$ cat src/rtl/fifo_stream_reader.sv
// Read-side drain stage for synchronous_fifo: pops through r_en/data_out/empty, absorbs the
// one-cycle read latency in a 2-entry skid buffer and emits a valid/ready stream framed in bursts.
module fifo_stream_reader #(
    parameter int unsigned DATA_WIDTH = 8,
    parameter int unsigned BURST_LEN  = 4,
    parameter int unsigned CNT_WIDTH  = 16
) (
    input  logic                  clk,
    input  logic                  rst,
    input  logic                  enable,
    input  logic                  fifo_empty,
    output logic                  fifo_r_en,
    input  logic [DATA_WIDTH-1:0] fifo_data,
    output logic                  m_valid,
    input  logic                  m_ready,
    output logic [DATA_WIDTH-1:0] m_data,
    output logic                  m_last,
    output logic [CNT_WIDTH-1:0]  beat_count,
    output logic                  busy
);

    localparam int unsigned BURST_W = (BURST_LEN > 1) ? $clog2(BURST_LEN) : 1;
    localparam logic [BURST_W-1:0] BURST_MAX = BURST_W'(BURST_LEN - 1);

    // Skid buffer: head drives m_data, tail holds the second entry.
    logic [1:0]            occ;
    logic                  in_flight;
    logic [DATA_WIDTH-1:0] head;
    logic [DATA_WIDTH-1:0] tail;
    logic [BURST_W-1:0]    burst_cnt;

    logic [1:0]            occ_n;
    logic [DATA_WIDTH-1:0] head_n;
    logic [DATA_WIDTH-1:0] tail_n;
    logic [BURST_W-1:0]    burst_n;
    logic                  xfer_c;
    logic [2:0]            budget_c;

    assign xfer_c   = m_valid && m_ready;
    // Slots committed next cycle: buffered + landing - leaving. Pop only if one stays free.
    assign budget_c  = 3'(occ) + 3'(in_flight) - 3'(xfer_c);
    assign fifo_r_en = !rst && enable && !fifo_empty && (budget_c < 3'd2);
    assign m_data    = head;

    // Next-state: retire head on transfer, then land the in-flight word at the tail.
    always_comb begin
        occ_n   = occ;
        head_n  = head;
        tail_n  = tail;
        burst_n = burst_cnt;
        if (xfer_c) begin
            head_n  = tail;
            occ_n   = occ - 2'd1;
            burst_n = (burst_cnt == BURST_MAX) ? '0 : burst_cnt + BURST_W'(1);
        end
        if (in_flight) begin
            if (occ_n == 2'd0) begin
                head_n = fifo_data;
            end else begin
                tail_n = fifo_data;
            end
            occ_n = occ_n + 2'd1;
        end
    end

    always_ff @(posedge clk) begin
        if (rst) begin
            occ        <= '0;
            in_flight  <= 1'b0;
            head       <= '0;
            tail       <= '0;
            burst_cnt  <= '0;
            beat_count <= '0;
            m_valid    <= 1'b0;
            m_last     <= 1'b0;
            busy       <= 1'b0;
        end else begin
            occ        <= occ_n;
            in_flight  <= fifo_r_en;
            head       <= head_n;
            tail       <= tail_n;
            burst_cnt  <= burst_n;
            beat_count <= beat_count + CNT_WIDTH'(xfer_c);
            m_valid    <= (occ_n != 2'd0);
            m_last     <= (occ_n != 2'd0) && (burst_n == BURST_MAX);
            busy       <= (occ_n != 2'd0) || fifo_r_en;
        end
    end

    // Buffer never overflows, never pops an empty FIFO, and holds a stalled beat steady.
    a_occ_bound: assert property (@(posedge clk) disable iff (rst) occ <= 2'd2);
    a_no_empty_pop: assert property (@(posedge clk) disable iff (rst) !(fifo_r_en && fifo_empty));
    a_hold: assert property (@(posedge clk) disable iff (rst)
        (m_valid && !m_ready) |=> (m_valid && $stable(m_data) && $stable(m_last)));

endmodule

$ cat config.mk
export PLATFORM = sky130hd
export DESIGN_NAME = fifo_stream_reader
export DESIGN_NICKNAME = d
export VERILOG_FILES = /design/src/rtl/fifo_stream_reader.sv
export SDC_FILE = /design/constraint.sdc
export NUM_CORES = 1
export LEC_CHECK = 0
export CAP_MARGIN = 20
export CELL_PAD_IN_SITES_DETAIL_PLACEMENT = 1
export CELL_PAD_IN_SITES_GLOBAL_PLACEMENT = 1
export CORE_UTILIZATION = 39
export CTS_BUF_LIST = sky130_fd_sc_hd__clkbuf_4
export CTS_CLUSTER_SIZE = 10
export DETAILED_ROUTE_END_ITERATION = 7
export HOLD_SLACK_MARGIN = 0.06
export PLACE_DENSITY_LB_ADDON = 0.1
export SLEW_MARGIN = 20
export SYNTH_ARGS = -nofsm -noshare
export SYNTH_HDL_FRONTEND = slang
export SYNTH_SLANG_ARGS = --single-unit
export TNS_END_PERCENT = 5
$ cat constraint.sdc
create_clock -name clk -period 3.05 [get_ports clk]
set_input_delay 0.61 -clock clk [delete_from_list [all_inputs] [get_ports clk]]
set_output_delay 0.61 -clock clk [all_outputs]
set_load 0.01 [all_outputs]
==> flow_summary.toml <==
[status]
status = "complete, no violations"

[global_routing]
grt_overflow = 0
grt_max_degree = 43
grt_pass1_wl_microns = 7800
globalRouteTotalUtil_pct = 20.1
antenna_found_initial = 0
grt_pass1_vias = 1638

[synth]
synth_most_common_cell = "dfxtp_1"
netlist_top_cells_area = "dfxtp_1 45%, nor2_1 7.5%, xnor2_1 4.9%, mux2i_1 4.5%, a311oi_1 3.9%"
synthCells = 194
synth_edf_count = 0
yosys.area.top_type = "dfxtp_1"
async_flop_share_pct = 0
ys_seq_area_share_pct = 44.7
yosysUniqueCellTypes = 35
synth_area_sq_mm = 0.00179
ys_ff_latch = 40
postSynthNetCount = 211
yosysTopAreaCellShare_pct = 44.7
ys_warn_count = 0
synthTopCellsByCount = "40 x dfxtp_1, 36 x nor2_1, 18 x nand2_1"
synth_top_flop_cell = "dfxtp_1"
syn_area_per_cell_sq_um = 9.23

[hold_path]
hp-class = "register to register"

[setup_path]
cp.arrival_ns = 2.27
crit_slowest_cell = "fa_1"
cp_top_family = "simple AND/OR/NAND/NOR gates"
end_kind = "primary output"
cp-endpoint = "fifo_r_en"
rr_worst_depth = 7
r2r_slack_ns = 0.92
cp_slowest_stage_delay_ns = 0.49
cp_max_fo = 2
r2r-end = "m_data[6]"
critPathLaunch = "m_ready"
worst-endpoint-required_ns = 2.44
r2r-start = "m_valid"
critPathLaunchType = "primary input"
cp.depth = 8
crit_path_frequent_cell = "nand2_1"
cp_cell_sequence = "dlygate4sd2_1, nand2_2, xnor2_2, nand2_1, fa_1, nand2_1, nor4_2, buf_2"
worstSetupPathType = "primary input to primary output"
critPathBufInv = 2

[power]
p_per_area_mw_per_mm2 = 605
power_frac_comb_pct = 36.4
power.switching_mw = 0.501
switching_share_pct = 35.1
p_clk_share_pct = 18.4
ir_worst_vdd_mv = 0.303
p_int_mw = 0.926
power_frac_seq_pct = 45.2
cellLeakagePower_nw = 0.856

[sta]
skew_ns = 0.00570
setup_viol = 0
period_share_pct = 94.3
hold_viol_final = 0
max_freq_mhz = 348
layout_min_cycle_time_ns = 2.88
rsz0062_at_grt = "false"
report.final.slew_viol_count = 0
maxSlewHeadroom_pct = 62.1
tightest_slew_ns = 0.567

[floorplan]
io_pins = 41
die-height_microns = 69.8
fp.dieW_microns = 69.8
dieArea_sq_mm = 0.00487
rows = 24
coreArea_sq_mm = 0.00438
initial_utilization_pct = 40.8

[finish]
finalNetCount = 260
areaGrowthSynthToFinish_pct = 31.7
design_area_sq_mm = 0.00236
drive_gt1_share_pct = 13.5
fill_cells = 523
stdcell_count = 296
ff_latch_area_sq_um = 801
diodes = 0
multiInputGateArea_sq_um = 957

[drt]
wl_microns = 4540
drt_pre_antenna_iters = 4
detail-route-antenna-nets = 0
vias_per_cell = 5.34
wl_per_cell_microns = 15.4
drt_iter0_drc = 53
drc_errors = 0
via_count = 1581

[clocking]
clock_latency_ns = 0.35
cts_tree = "yes"
cts_buffers = 5
clkSinkCount = 40
clk_pin_slew_ns = 0.12
cts-root-buf = "clkbuf_4"
clk_path_buf_depth = 2
cts_max_level = 2

[placement]
place_inst = 286
dp_hpwl_microns = 3290
io_buffer_count = 40
place_area_sq_mm = 0.00228
place.gp.congestion = 0.724

[flow_run]
maxCapViolCount = 0
==> cell families after synthesis <==
logic type	Yosys count	share of synthesized area (%)
AO/OA/AOI/OAI	17	7.48
buffers and inverters	12	2.72
multiplexers	12	7.20
XOR/XNOR	14	6.85
flip-flops	40	44.7
adder cells (fa/ha/maj)	4	3.21
AND/OR/NAND/NOR	95	27.8
==> metal layers <==
| layer | wire length (microns) | GRT usage, % | part of all wire [%] | vias up |
|---|---|---|---|---|
| met5 | 0 | 0 | 0 | - |
| met4 | 78 | 6.67 | 1.7 | 0 |
| met3 | 165 | 5.23 | 3.6 | 8 |
| met2 | 2280 | 34.6 | 50 | 34 |
| met1 | 2020 | 24.5 | 44 | 773 |
| li1 | - | - | - | 766 |
==> state kept, by name, summed over array words and instances (netlist names) <==
| register | cells |
|---|---|
| busy | 1 |
| burst_cnt | 2 |
| m_valid | 1 |
| m_data | 8 |
| m_last | 1 |
| tail | 8 |
| occ | 2 |
| in_flight | 1 |
| beat_count | 16 |
==> area by class of cell <==
| type | instances | share of cell area [%] |
|---|---|---|
| clock buffers | 5 | 1.59 |
| multi-input cells | 142 | 40.6 |
| clock inverters | 3 | 0.584 |
| flip-flops and latches | 40 | 34.0 |
| well taps | 52 | 2.76 |
| inverters | 4 | 0.637 |
| repair buffers | 50 | 19.9 |
==> metrics by stage <==
step / setup WS [ns] / power [mW] / TNS [ns] / util (%) / hold WS, ns
3_3_place_gp: -0.382 / 1.12 / -0.382 / 52.1 / 0.457
2_1_floorplan: 0.242 / 0.932 / 0 / - / 0.449
6_report: 0.174 / 1.43 / 0 / 53.8 / 0.493
4_1_cts: 0.181 / 1.44 / 0 / 53.8 / 0.497
5_1_grt: 0.00156 / 1.53 / 0 / 53.8 / 0.529
3_5_place_dp: -0.570 / 1.16 / -0.570 / 52.1 / 0.476
==> power groups by stage <==
stage | Sequential (mW) | Clock [mW] | Combinational, mW
6_report | 0.646 | 0.262 | 0.519
5_1_grt | 0.654 | 0.296 | 0.576
4_1_cts | 0.646 | 0.273 | 0.525
3_5_place_dp | 0.656 | 0 | 0.501
3_3_place_gp | 0.650 | 0 | 0.465
2_1_floorplan | 0.669 | 0 | 0.263
==> worst min-delay path by stage <==
stage	slack [ns]	endpoint	cells after the start	from
global route	0.53	m_data[2]	2	m_data[2]
detailed placement	0.48	m_data[3]	2	m_data[3]
finish	0.49	burst_cnt[1]	2	burst_cnt[1]
floorplan	0.45	burst_cnt[1]	2	burst_cnt[1]
CTS	0.50	burst_cnt[1]	2	burst_cnt[1]
global placement	0.46	burst_cnt[1]	2	burst_cnt[1]
==> cell usage in the layout (no fill, tap or decap), types with 2 or more instances in the layout <==
| cell type | netlist | routed |
|---|---|---|
| nor2_1 | 36 | 36 |
| xor2_1 | 4 | 4 |
| a21oi_1 | 4 | 4 |
| clkbuf_4 | 0 | 5 |
| inv_1 | 4 | 4 |
| dfxtp_1 | 40 | 40 |
| clkinv_2 | 0 | 2 |
| nor4_1 | 5 | 4 |
| buf_4 | 0 | 10 |
| a311oi_1 | 8 | 8 |
| ha_1 | 3 | 3 |
| mux2i_1 | 8 | 8 |
| clkdlybuf4s50_1 | 0 | 38 |
| mux2_1 | 3 | 3 |
| nor3_1 | 4 | 4 |
| xnor2_1 | 10 | 9 |
| nor2b_1 | 6 | 6 |
| nand2_1 | 18 | 17 |
| nand3_1 | 14 | 14 |
| nand3_4 | 2 | 2 |
| nor4_4 | 2 | 2 |
==> tightest hold or removal path, delay by kind of cell (launching register included) <==
family,cells,cell delay [ns]
AO/OA/AOI/OAI,1,0.05
flip-flops,1,0.35
AND/OR/NAND/NOR,1,0.06
==> what timing repair did <==
action | 4_1_cts | 5_1_grt
endpoints found under the setup margin | 1 | 0
hold buffers | 0 | 0
setup buffers | 2 | 0
resized for setup | 8 | 0
(Power assumes the default switching activity.)
